[src/rtl/reg_write_arbiter_pkg.sv]
// ============================================================================
// reg_write_arbiter_pkg : shared sizes for the register-file write arbiter
// Rev 1.0
// ============================================================================
`default_nettype none

package reg_write_arbiter_pkg;
   localparam int REG_COUNT   = 16;
   localparam int RF_ADDR_W   = $clog2(REG_COUNT);
   localparam int RF_DATA_W   = 32;
   localparam int DEF_NUM_REQ = 3;
   localparam int CNT_W       = 16;

   // Index width for N requesters; a single requester still needs one bit.
   function automatic int id_width(input int n);
      return (n > 1) ? $clog2(n) : 1;
   endfunction
endpackage

`default_nettype wire

[src/rtl/reg_write_arbiter_if.sv]
// ============================================================================
// reg_write_arbiter_if : writeback request bus and register-file write port
// Rev 1.0
// ============================================================================
`default_nettype none

interface reg_write_arbiter_if
   import reg_write_arbiter_pkg::*;
#(
   parameter int NUM_REQ = DEF_NUM_REQ,
   parameter int DATA_W  = RF_DATA_W,
   parameter int ADDR_W  = RF_ADDR_W
);
   localparam int ID_W = id_width(NUM_REQ);

   logic [NUM_REQ-1:0]        req_valid;
   logic [NUM_REQ-1:0]        req_ready;
   logic [NUM_REQ*ADDR_W-1:0] req_addr;
   logic [NUM_REQ*DATA_W-1:0] req_data;
   logic                      hold;
   logic                      rf_enable;
   logic [ADDR_W-1:0]         rf_reg_addr;
   logic [DATA_W-1:0]         rf_D;
   logic [ID_W-1:0]           grant_id;
   logic                      r0_suppressed;
   logic [CNT_W-1:0]          wr_count;

   modport master (
      output req_valid, req_addr, req_data, hold,
      input  req_ready, rf_enable, rf_reg_addr, rf_D, grant_id, r0_suppressed, wr_count
   );

   modport slave (
      input  req_valid, req_addr, req_data, hold,
      output req_ready, rf_enable, rf_reg_addr, rf_D, grant_id, r0_suppressed, wr_count
   );
endinterface

`default_nettype wire

[src/rtl/reg_write_arbiter_rr_arbiter.sv]
// ============================================================================
// rr_arbiter : combinational rotating-priority one-hot grant
// Rev 1.0
// ============================================================================
`default_nettype none

module rr_arbiter
   import reg_write_arbiter_pkg::*;
#(
   parameter  int NUM_REQ = DEF_NUM_REQ,
   localparam int ID_W    = id_width(NUM_REQ)
) (
   input  logic [NUM_REQ-1:0] req_i,
   input  logic [ID_W-1:0]    ptr_i,
   input  logic               en_i,
   output logic [NUM_REQ-1:0] gnt_o,
   output logic [ID_W-1:0]    idx_o
);

   // ptr_i is the last winner, so the scan starts one past it and wraps.
   always_comb begin
      logic            found;
      logic [ID_W-1:0] cand;
      gnt_o = '0;
      idx_o = '0;
      found = 1'b0;
      cand  = '0;
      for (int k = 1; k <= NUM_REQ; k++) begin
         cand = ID_W'((int'(ptr_i) + k) % NUM_REQ);
         if (en_i && !found && req_i[cand]) begin
            found        = 1'b1;
            gnt_o[cand]  = 1'b1;
            idx_o        = cand;
         end
      end
   end

endmodule

`default_nettype wire

[src/rtl/reg_write_arbiter.sv]
// ============================================================================
// reg_write_arbiter : round-robin sharing of the register-file write port
// Rev 1.0
// ============================================================================
`default_nettype none

module reg_write_arbiter
   import reg_write_arbiter_pkg::*;
#(
   parameter int NUM_REQ     = DEF_NUM_REQ,
   parameter int DATA_W      = RF_DATA_W,
   parameter int ADDR_W      = RF_ADDR_W,
   parameter int R0_WRITABLE = 1
) (
   input  logic                 clk,
   input  logic                 clr,
   reg_write_arbiter_if.slave   bus_io
);

   localparam int ID_W = id_width(NUM_REQ);

   logic [NUM_REQ-1:0] gnt;
   logic [ID_W-1:0]    gnt_idx;
   logic               xfer;
   logic [ADDR_W-1:0]  win_addr;
   logic [DATA_W-1:0]  win_data;
   logic               drop;

   logic [ID_W-1:0]    ptr_q,  ptr_d;
   logic               en_q,   en_d;
   logic [ADDR_W-1:0]  addr_q, addr_d;
   logic [DATA_W-1:0]  data_q, data_d;
   logic [ID_W-1:0]    id_q,   id_d;
   logic               sup_q,  sup_d;
   logic [CNT_W-1:0]   cnt_q,  cnt_d;

   rr_arbiter #(
      .NUM_REQ (NUM_REQ)
   ) u_rr_arbiter (
      .req_i (bus_io.req_valid),
      .ptr_i (ptr_q),
      .en_i  (!bus_io.hold && !clr),
      .gnt_o (gnt),
      .idx_o (gnt_idx)
   );

   assign bus_io.req_ready = gnt;

   always_comb begin
      xfer     = |gnt;
      win_addr = bus_io.req_addr[int'(gnt_idx)*ADDR_W +: ADDR_W];
      win_data = bus_io.req_data[int'(gnt_idx)*DATA_W +: DATA_W];
      drop     = xfer && (win_addr == '0) && (R0_WRITABLE == 0);

      ptr_d  = ptr_q;
      addr_d = addr_q;
      data_d = data_q;
      id_d   = id_q;
      if (xfer) begin
         ptr_d  = gnt_idx;
         addr_d = win_addr;
         data_d = win_data;
         id_d   = gnt_idx;
      end

      // A dropped R0 write still handshakes but never reaches the file.
      en_d  = xfer && !drop;
      sup_d = drop;

      // The count already includes the write being presented on rf_*.
      cnt_d = cnt_q;
      if (en_d && (cnt_q != '1)) begin
         cnt_d = cnt_q + CNT_W'(1);
      end
   end

   always_ff @(posedge clk or posedge clr) begin
      if (clr) begin
         ptr_q  <= ID_W'(NUM_REQ - 1);
         en_q   <= 1'b0;
         addr_q <= '0;
         data_q <= '0;
         id_q   <= '0;
         sup_q  <= 1'b0;
         cnt_q  <= '0;
      end else begin
         ptr_q  <= ptr_d;
         en_q   <= en_d;
         addr_q <= addr_d;
         data_q <= data_d;
         id_q   <= id_d;
         sup_q  <= sup_d;
         cnt_q  <= cnt_d;
      end
   end

   assign bus_io.rf_enable     = en_q;
   assign bus_io.rf_reg_addr   = addr_q;
   assign bus_io.rf_D          = data_q;
   assign bus_io.grant_id      = id_q;
   assign bus_io.r0_suppressed = sup_q;
   assign bus_io.wr_count      = cnt_q;

endmodule

`default_nettype wire

[src/flat_wrapper.sv]
// flat-port wrapper written by rule: the top's interface ports become plain ports
module reg_write_arbiter_flat import reg_write_arbiter_pkg::*;
#(
   parameter int NUM_REQ     = DEF_NUM_REQ,
   parameter int DATA_W      = RF_DATA_W,
   parameter int ADDR_W      = RF_ADDR_W,
   parameter int R0_WRITABLE = 1
)
  (clk, clr, bus_io_req_valid, bus_io_req_addr, bus_io_req_data, bus_io_hold, bus_io_req_ready, bus_io_rf_enable, bus_io_rf_reg_addr, bus_io_rf_D, bus_io_grant_id, bus_io_r0_suppressed, bus_io_wr_count);
  reg_write_arbiter_if #(.NUM_REQ(NUM_REQ), .DATA_W(DATA_W), .ADDR_W(ADDR_W)) bus_io_i ();
  input  logic clk;
  input  logic clr;
  input wire logic [$bits(bus_io_i.req_valid)-1:0] bus_io_req_valid;
  input wire logic [$bits(bus_io_i.req_addr)-1:0] bus_io_req_addr;
  input wire logic [$bits(bus_io_i.req_data)-1:0] bus_io_req_data;
  input wire logic [$bits(bus_io_i.hold)-1:0] bus_io_hold;
  output wire logic [$bits(bus_io_i.req_ready)-1:0] bus_io_req_ready;
  output wire logic [$bits(bus_io_i.rf_enable)-1:0] bus_io_rf_enable;
  output wire logic [$bits(bus_io_i.rf_reg_addr)-1:0] bus_io_rf_reg_addr;
  output wire logic [$bits(bus_io_i.rf_D)-1:0] bus_io_rf_D;
  output wire logic [$bits(bus_io_i.grant_id)-1:0] bus_io_grant_id;
  output wire logic [$bits(bus_io_i.r0_suppressed)-1:0] bus_io_r0_suppressed;
  output wire logic [$bits(bus_io_i.wr_count)-1:0] bus_io_wr_count;
  assign bus_io_i.req_valid = bus_io_req_valid;
  assign bus_io_i.req_addr = bus_io_req_addr;
  assign bus_io_i.req_data = bus_io_req_data;
  assign bus_io_i.hold = bus_io_hold;
  assign bus_io_req_ready = bus_io_i.req_ready;
  assign bus_io_rf_enable = bus_io_i.rf_enable;
  assign bus_io_rf_reg_addr = bus_io_i.rf_reg_addr;
  assign bus_io_rf_D = bus_io_i.rf_D;
  assign bus_io_grant_id = bus_io_i.grant_id;
  assign bus_io_r0_suppressed = bus_io_i.r0_suppressed;
  assign bus_io_wr_count = bus_io_i.wr_count;
  reg_write_arbiter #(.NUM_REQ(NUM_REQ), .DATA_W(DATA_W), .ADDR_W(ADDR_W), .R0_WRITABLE(R0_WRITABLE)) u_core (.clk(clk), .clr(clr), .bus_io(bus_io_i));
endmodule
[config.mk]
export PLATFORM = sky130hd
export DESIGN_NAME = reg_write_arbiter_flat
export DESIGN_NICKNAME = d
export VERILOG_FILES = /design/src/rtl/reg_write_arbiter_pkg.sv /design/src/rtl/reg_write_arbiter_if.sv /design/src/rtl/reg_write_arbiter_rr_arbiter.sv /design/src/rtl/reg_write_arbiter.sv /design/src/flat_wrapper.sv
export SDC_FILE = /design/constraint.sdc
export NUM_CORES = 1
export LEC_CHECK = 0
export CORE_MARGIN = 10
export CORE_UTILIZATION = 25
export DETAILED_ROUTE_END_ITERATION = 8
export DONT_BUFFER_PORTS = 1
export HOLD_SLACK_MARGIN = 0.03
export PLACE_DENSITY = 0.42
export SLEW_MARGIN = 10
export SYNTH_ARGS = -nofsm -noshare
export SYNTH_HDL_FRONTEND = slang
export SYNTH_SLANG_ARGS = --single-unit
[constraint.sdc]
create_clock -name clk -period 2.6 [get_ports clk]
set_input_delay 0.26 -clock clk [delete_from_list [all_inputs] [get_ports clk]]
set_output_delay 0.26 -clock clk [all_outputs]
set_load 0.02 [all_outputs]
After elaboration in Yosys (flattened, before gate mapping)
Index checks and enable logic that the tools add are counted.
{ "op_classes": {"bitwise": 2, "div": 3, "shift": 2, "eq_ne": 1, "add_sub_neg": 4, "reduce_logical": 15, "n_mux": 20, "order_cmp": 6} }
{ "ops": {"columns": ["cell", "n"], "rows": [
  ["modulo 32 x 3 -> 32 bit, second input constant", 3],
  ["indexed part select 96 x 8 -> 32 bit", 1],
  ["adder 16 x 1 -> 16 bit, second input constant", 1],
  ["inequality test 16 bit, second input constant", 1],
  ["indexed part select 12 x 5 -> 4 bit", 1],
  ["logical AND 1 bit", 10],
  ["less-than comparator 2 x 3 -> 1 bit, second input constant", 3],
  ["2-to-1 mux 3 bit", 3],
  ["2-to-1 mux 1 bit", 8],
  ["adder 2 x 2 -> 3 bit, second input constant", 2],
  ["binary-select mux 1 bit (select 2 bit)", 3],
  ["demux 1 bit (select 2 bit)", 3],
  [">= comparator 2 x 1 -> 1 bit, second input constant", 3],
  ["2-to-1 mux 2 bit", 3],
  ["OR 3 bit", 2],
  ["zero test 1 bit", 4],
  ["adder 2 x 1 -> 3 bit, second input constant", 1],
  ["OR reduction 3 bit", 1]
]} }
{ "word_totals": {"elab_cells": 59, "regBits": 57, "input_bits": 114} }

Longest topological paths before layout
{ "logic_depth": {"word_depth": 16, "mapped_depth": 12, "depth_no_buf": 10} }

Cells and area by module
A second synthesis with hierarchy kept.
{ "unflattened": {"cells_unflattened": 357, "area_unflattened_um2": 3194.3} }
{ "modules_own_cells": {"columns": ["module", "area_each_um2", "seq_area_each_um2", "instances", "cells_each"], "rows": [
  ["reg_write_arbiter", 2932.8, 1402.6, 1, 320],
  ["rr_arbiter", 261.5, 0.0, 1, 37]
]} }

Worst setup path before layout
No wires, ideal clock.
{ "synth_timing": {"kind": "flip-flop to flip-flop", "startpoint": "register u_core.ptr_q[0]", "endpoint": "register u_core.cnt_q[13], in the netlist u_core.bus_io.wr_count[13]", "setup_slack_ns": -0.312, "setup_ns": 0.080, "arrival_ns": 2.832, "path_stages_with_launch": 11, "path_buffers": 2, "required_ns": 2.520, "path_cell_list": "dfrtp_1 -> inv_1 -> ha_1 -> buf_4 -> o21ai_0 -> o32a_1 -> o31ai_1 -> nor3_2 -> buf_6 -> nor4_1 -> xor2_1"} }
{ "synth_via": {"elab_chain_cells": 16, "word_cells_on_any_way": 43, "classes_between": "add/sub (3); div (3); order compare (6); mux (17); bitwise (2); reduce/logical (12)"} }
{ "synth_lines": {"columns": ["item", "line_no", "rtl"], "rows": [
  ["from (decl)", "reg_write_arbiter.sv:29", "logic [ID_W-1:0] ptr_q, ptr_d;"],
  ["from (signal assigned)", "reg_write_arbiter.sv:79", "ptr_q <= ID_W'(NUM_REQ - 1);"],
  ["from (signal assigned)", "reg_write_arbiter.sv:87", "ptr_q <= ptr_d;"],
  ["parallel branches: the longest is 13 deep, another holds modulo 32 x 3 -> 32 bit", null, null],
  ["2-to-1 mux 3 bit (*)", "reg_write_arbiter_rr_arbiter.sv:30", "if (en_i && !found && req_i[cand]) begin"],
  ["net bus_io_req_ready[2]", "flat_wrapper.sv:17", "output wire logic [$bits(bus_io_i.req_ready)-1:0] bus_io_req_ready;"],
  ["OR reduction 3 bit (*)", "reg_write_arbiter.sv:50", "xfer = |gnt;"],
  ["logical AND 1 bit (*)", "reg_write_arbiter.sv:72", "if (en_d && (cnt_q != '1)) begin"],
  ["to (signal assigned)", "reg_write_arbiter.sv:93", "cnt_q <= cnt_d;"],
  ["to (decl)", "reg_write_arbiter.sv:35", "logic [CNT_W-1:0] cnt_q, cnt_d;"]
]} }
Mark *: on every way through the listed nets, which the timed path passes. The select of a mux whose other input is x is not followed.
A chain may end at the register's enable or synchronous reset.

Worst setup path after layout
{ "layout_timing": {"startpoint": "register u_core.ptr_q[1]", "endpoint": "register u_core.cnt_q[6], in the netlist u_core.bus_io.wr_count[6]"} }
{ "layout_via": {"elab_chain_cells": 16, "word_cells_on_any_way": 43, "classes_between": "add/sub (3); div (3); order compare (6); mux (17); bitwise (2); reduce/logical (12)"} }
{ "layout_lines": {"columns": ["item", "line_no"], "rows": [
  ["parallel branches: the longest is 13 deep, another holds modulo 32 x 3 -> 32 bit", null],
  ["2-to-1 mux 3 bit (*)", "reg_write_arbiter_rr_arbiter.sv:30"],
  ["OR reduction 3 bit (*)", "reg_write_arbiter.sv:50"],
  ["logical AND 1 bit (*)", "reg_write_arbiter.sv:72"]
]} }
Every way passes the cells marked *. The select of a mux whose other input is x is not followed.

==> implementation parameters <==
Parameter                              Value

Clock network
  Clock insertion delay at the later pin of the skew report ... 300 ps
  Number of clock sinks ... 56
  Clk pin slew, worst setup/hold paths ... roughly 80 ps
  Number of buffers on the longest clock path ... 2
  Clock buffers created by TritonCTS ... 5
  Htree depth ... 2
  Buffer cell driving the clock tree root ... clkbuf_16
  Clock tree from TritonCTS ... built

Global routing
  GR met3 Demand/Resource ... 0.0697
  Total gr overflow ... 0
  Busiest layer in global routing ... met2
  Largest net degree at the start of global routing ... 63
  Global-route wire length before repair ... 16800 um
  Number of global-route vias before repair ... 2912
  Global routing usage summed across all routing layers ... 0.119
  Antenna violations before repair ... 0
  Met2 Track Usage GR ... 0.189
  Global routing met1 resource utilization ... 0.133

Floorplan
  Die footprint ... ~18000 um2
  Overall die width ... 135 um
  Placement Rows ... 41
  Initial core utilization ... 0.257
  Standard cell core area ... between 10000 and 15000 um2
  I/O pins ... roughly 170
  Vertical extent of the die ... 135 um

Timing
  Setup-violating endpoint count in the final report ... 1
  Hold Worst Slack ... roughly 120 ps
  Total Neg Setup Slack ... -7.85 ps
  Tcrit/Tclk final ... 1.00
  Final Critical Period ... roughly 2600 ps
  Maximum clock rate ... 383 MHz
  Slew @ Worst Pin ... between 500 and 600 ps
  RSZ-0062 raised after global routing ... yes
  Number of slew-limit violations in the final report ... 0
  Worst Slack Setup Final ... -7.85 ps
  Post-Route Skew ... 9.18 ps
  Number of hold violations in the final report ... 0
  Max-Slew Margin vs Limit ... 0.645

Placed design
  Port Buffer Count ... 0
  Total half-perimeter wirelength after legalization and detailed placement ... 8510 um
  Placer congestion estimate ... just under 0.8

Drt
  Post-route DRC ... 0
  Average vias per placed instance ... 4.81
  Total wire length after detailed routing ... approximately 11000 um
  Number of design-rule violations left by the first detailed-router iteration ... 124
  Detail Route Antenna Nets ... 0
  Average wire length per cell after detail routing ... between 15 and 20 um
  First drt pass iteration count ... 6
  Routed via count ... 2789

Cells and area
  Post-layout nets ... 526
  Most frequent standard cell in the layout excluding fill and tap cells ... dfrtp_1
  Most frequent cells in the layout ... dfrtp_1, nand2_1, nor2_1
  Ratio of cells with drive above 1 in the final layout ... 0.230
  Synth-to-layout area growth ... 30.3%
  Final antenna diode count ... 0

Worst hold path
  Endpoint of the worst hold path ... u_core.bus_io.rf_D[0]
  HP Start ... bus_io_req_data[64]
  Path class of the lowest-slack min-delay path ... primary input to flip-flop
  Hold Crit Depth ... 2

Critical path
  Worst EP arrival ... roughly 2800 ps
  Worst Reg2Reg Path Length in Cells ... 12
  Cell family with most CP delay ... flip-flops
  Worst flop-to-flop path startpoint ... u_core.ptr_q[1]
  Classification of the worst setup path ... flip-flop to flip-flop
  Series of cell instances along the critical path ... inv_2, ha_4, mux2_4, o41ai_4, buf_4, nand2_2, o31ai_4, nor3_4, buf_12, buf_4, nor4_4, xor2_1
  Endpoint type of the worst setup path ... flip-flop
  Nature of the critical path startpoint ... flip-flop
  Crit path max fanout ... 20
  Most used cell, CP ... buf_4
  Setup slack of the worst register-to-register path ... -8 ps
  Critical path's largest stage delay ... 580 ps
  Max stage delay cell, worst path ... dfstp_2
  Critical path required time ... 2830 ps
  Critical path buffers and inverters ... 4
  Endpoint of the worst-slack reg-to-reg timing path ... u_core.bus_io.wr_count[6]

Power
  Max IR drop VDD ... 0.308 mV
  P per Cell Area ... 1200 nW/um2
  Static leakage power ... 1.82 nW

Synthesis
  Number of library cell types mapped by synthesis ... 44
  Mean instance size in the synthesized netlist ... around 8.8 um2
  Cell count after synthesis ... 375
  Sequential fraction of the synthesis area ... 0.427
  Share of flip-flops with an asynchronous set or reset after synthesis ... 1.00
  Post-synth EDFFs ... 0
  Number of flip-flops and latches in the synthesized netlist ... 56
  Number of nets produced by synthesis ... 494
  Main synth FF type ... dfrtp_1
  Yosys Warn Count ... 0
  Synthesized cell area ... 3290 um2

Job
  Number of max-capacitance violations reported ... 0

Outcome
  Status ... finished, violations left
  Violations in the final reports ... setup timing
[cell families after synthesis]
| kind of cell | after synthesis | share of synthesized area |
|---|---|---|
| xor+xnor | 12 | 0.0320 |
| compound gates | 92 | 0.155 |
| mux | 44 | 0.136 |
| simple gates | 130 | 0.176 |
| other cells | 1 | 0.00114 |
| flops | 56 | 0.427 |
| fa+ha+maj | 5 | 0.0190 |
| buf+inv | 35 | 0.0541 |
[how the worst max path moves through the flow]
stage / startpoint / endpoint / slack (ps) / cells past startpoint
detailed placement: u_core.ptr_q[1] / u_core.bus_io.rf_D[10] / -130 / 10
floorplan: u_core.ptr_q[1] / u_core.bus_io.rf_D[24] / -20 / 12
global placement: u_core.ptr_q[1] / u_core.bus_io.rf_D[10] / -110 / 10
global route: u_core.ptr_q[1] / u_core.bus_io.wr_count[6] / -150 / 12
CTS: u_core.ptr_q[1] / u_core.bus_io.rf_D[15] / -10 / 11
finish: u_core.ptr_q[1] / u_core.bus_io.wr_count[6] / -8 / 12
[state kept, by name, summed over array words and instances, names as in the netlist]
| register | count |
|---|---|
| u_core.bus_io.rf_D | 32 |
| u_core.bus_io.grant_id | 1 |
| u_core.bus_io.rf_reg_addr | 4 |
| u_core.ptr_q | 2 |
| u_core.bus_io.wr_count | 16 |
| u_core.bus_io.rf_enable | 1 |
[cell usage after synthesis, drive strengths merged (2+ instances only)]
cell type   n  area share
and3        3      0.0057
mux2        3       0.011
clkbuf     10       0.011
nor2b       3      0.0057
o21ai      39       0.059
ha          5       0.019
nor3        7       0.012
nand3       8       0.012
inv         9       0.010
nand2b      2      0.0038
nor2       42       0.048
o22ai       2      0.0038
and2        2      0.0038
mux2i      41        0.12
nand2      53       0.061
o211ai      2      0.0046
o32a        2      0.0061
a32oi       2      0.0053
o31ai       2      0.0046
buf        16       0.032
a21oi      38       0.058
dfrtp      55        0.42
nor4        4      0.0095
xor2       11       0.029
[cell type report]
class / instances / area, um2
fill: 1325 / 8490
multi-input combinational: 284 / 1950
sequential: 56 / 1400
timing repair buffer: 51 / 527
tap: 172 / 215
clock buffer: 6 / 139
inverter: 9 / 37.5
clock inverter: 2 / 13.8
[through the flow]
| stage | instance area (um2) | setup slack [ps] | total power, mW | util | instances |
|---|---|---|---|---|---|
| 6_report | 4280 | -7.85 | 5.14 | 0.335 | 580 |
| 3_5_place_dp | 3830 | -128 | 4.11 | 0.300 | 561 |
| 2_1_floorplan | 3370 | -16.8 | 3.29 | - | 375 |
| 3_3_place_gp | 3830 | -111 | 4.06 | 0.300 | 561 |
| 5_1_grt | 4280 | -148 | 5.56 | 0.335 | 580 |
| 4_1_cts | 4140 | -12.0 | 5.05 | 0.324 | 574 |
[power breakdown]
group          internal [mW]  leakage [nW]  switching, mW
combinational           1.18          1.04           1.31
clock                  0.387        0.0772          0.334
sequential              1.22         0.712          0.714
[timing repair]
item                                   4_1_cts  5_1_grt
setup endpoints to repair                   49       50
pin swaps                                    4        2
hold buffers                                 1        0
endpoints found under the hold margin       21        0
gates resized for setup                     17       28
gates cloned                                 1        2
setup buffers                                3        4
[layer usage]
| layer | vias to the layer above | wire length, um |
|---|---|---|
| met3 | 9 | 1340 |
| met1 | 1295 | 4440 |
| li1 | 1358 | - |
| met5 | - | 0 |
| met4 | 0 | 121 |
| met2 | 127 | 5420 |
Power figures use the tool's default switching activity.
==> variant: new RTL, same settings <==
The package constant `RF_DATA_W` goes from 32 to 16.
--- a/src/rtl/reg_write_arbiter_pkg.sv
+++ b/src/rtl/reg_write_arbiter_pkg.sv
@@ -9,3 +9,3 @@
    localparam int RF_ADDR_W   = $clog2(REG_COUNT);
-   localparam int RF_DATA_W   = 32;
+   localparam int RF_DATA_W   = 16;
    localparam int DEF_NUM_REQ = 3;
Interface: changed (resized bus_io_req_data and bus_io_rf_D); port bits go from 173 to 109. No check against the original RTL was run, so the function may have changed too.
==> variant against the original RTL <==
The flow still finishes with violations (negative setup slack); synthesized cell count down 29%; die area decreased by 21%; wire length decreased by 32%; final area shrank 21%; sequential cell count is 16 lower; synthesized area decreased by 24%; setup slack worse by 0.045 ns; via count fell by 27%; worst hold slack got worse by 0.11 ns; power down 23%; clock power fell by 24%.
==> variant: results <==
metrics = {
    "worst_setup_path": {
        "cpLargestDelayFamily": "compound AO/OA/AOI/OAI gates",
        "r2r-end": "u_core.bus_io.rf_reg_addr[2]$_DFFE_PP0P_",
        "slowest_delay_ns": 0.56,
        "cp_max_fo": 4,
    },
    "synth": {
        "netlist_top_cells_area": "dfrtp_1 (39%), mux2i_1 (9.2%), nand2_1 (5.4%)",
        "synth_cells": 267,
        "syn-num-nets": 338,
        "seq_area_frac_synth_pct": 40.15,
        "synthTopCellsByCount": "dfrtp_1 (39), nand2_1 (36), nor2_1 (27)",
    },
    "pwr": {
        "power_mw": 3.951,
        "clockPowerShare_pct": 13.8,
        "switching_share_pct": 43.70,
        "peakVddDrop_mv": 0.2970,
        "powerSeq_mw": 1.29,
        "p_leak_nw": 1.455,
    },
    "cells_and_area": {
        "multi_input_comb_cells": 200,
        "nNonClkInverters": 8,
        "buffers": 49,
        "buf_share_pct": 16.38,
        "drive_gt1_share_pct": 31.80,
        "fill_cells": 1021,
        "clk_share_pct": 3.394,
        "layout.nets": 375,
        "seqCellArea_mm2": 0.001002,
        "n_clock_buffer": 5,
    },
    "outcome": {
        "status": "finished with violations",
        "violations": "negative setup slack",
    },
    "sta": {
        "relSlewSlack_pct": 39.74,
        "skew_ns": 0.01410,
        "tns_ns": -0.4031,
        "fin_ws_ns": -0.05267,
        "report.final.setup_viol": 18,
    },
    "clock_network": {
        "clock_sink_count": 40,
        "clkTransAtPathRegs_ns": 0.10,
    },
    "route": {
        "wl_met1_mm": 3.243,
        "drt-pass1-iter-count": 5,
        "met3_length_um": 519,
        "drt-initial-drc-count": 51,
    },
    "placed_design": {
        "dp_cells": 411,
        "dp_slack_ns": -0.08067,
        "dp_hpwl_mm": 5.503,
        "routabilityCongestion": 0.7856,
    },
    "global_routing": {
        "grt_usage_pct": 10.20,
        "grt_first_pass_wirelength_mm": 11.94,
        "use_met1_pct": 12.03,
        "gr-usage-met3_pct": 3.610,
    },
    "worst_hold_path": {
        "hold_path_class": "primary input to asynchronous set/reset pin",
    },
}
variant: cell types whose count changed after synthesis, moves of 5 or more:
cell	unedited run	this run
o21ai_0	28	12
a21oi_1	38	21
nor2_1	42	27
buf_2	7	2
dfrtp_1	55	39
mux2i_1	41	23
nand2_1	53	36
variant: kinds of logic (layout without fill, tap and decap cells):
| kind of cell | Yosys count | count (layout) | share of synthesized area, % |
|---|---|---|---|
| other | 1 | 1 | 0.1502 |
| adders and majority gates | 5 | 5 | 2.506 |
| buffers and inverters | 27 | 65 | 5.965 |
| xor gates and xnor gates | 14 | 14 | 4.912 |
| AOI/OAI and AO/OA | 57 | 57 | 14.24 |
| and+or+nand+nor | 95 | 95 | 19.55 |
| DFF | 40 | 40 | 40.15 |
| muxes | 28 | 28 | 12.53 |
variant: per-stage QoR:
stage | hold WS, ns | instance area, um2
floorplan | 0.4369 | 2544
global placement | 0.3933 | 2885
detailed placement | 0.4003 | 2885
CTS | 0.06604 | 3168
global route | 0.1006 | 3392
finish | 0.01159 | 3392
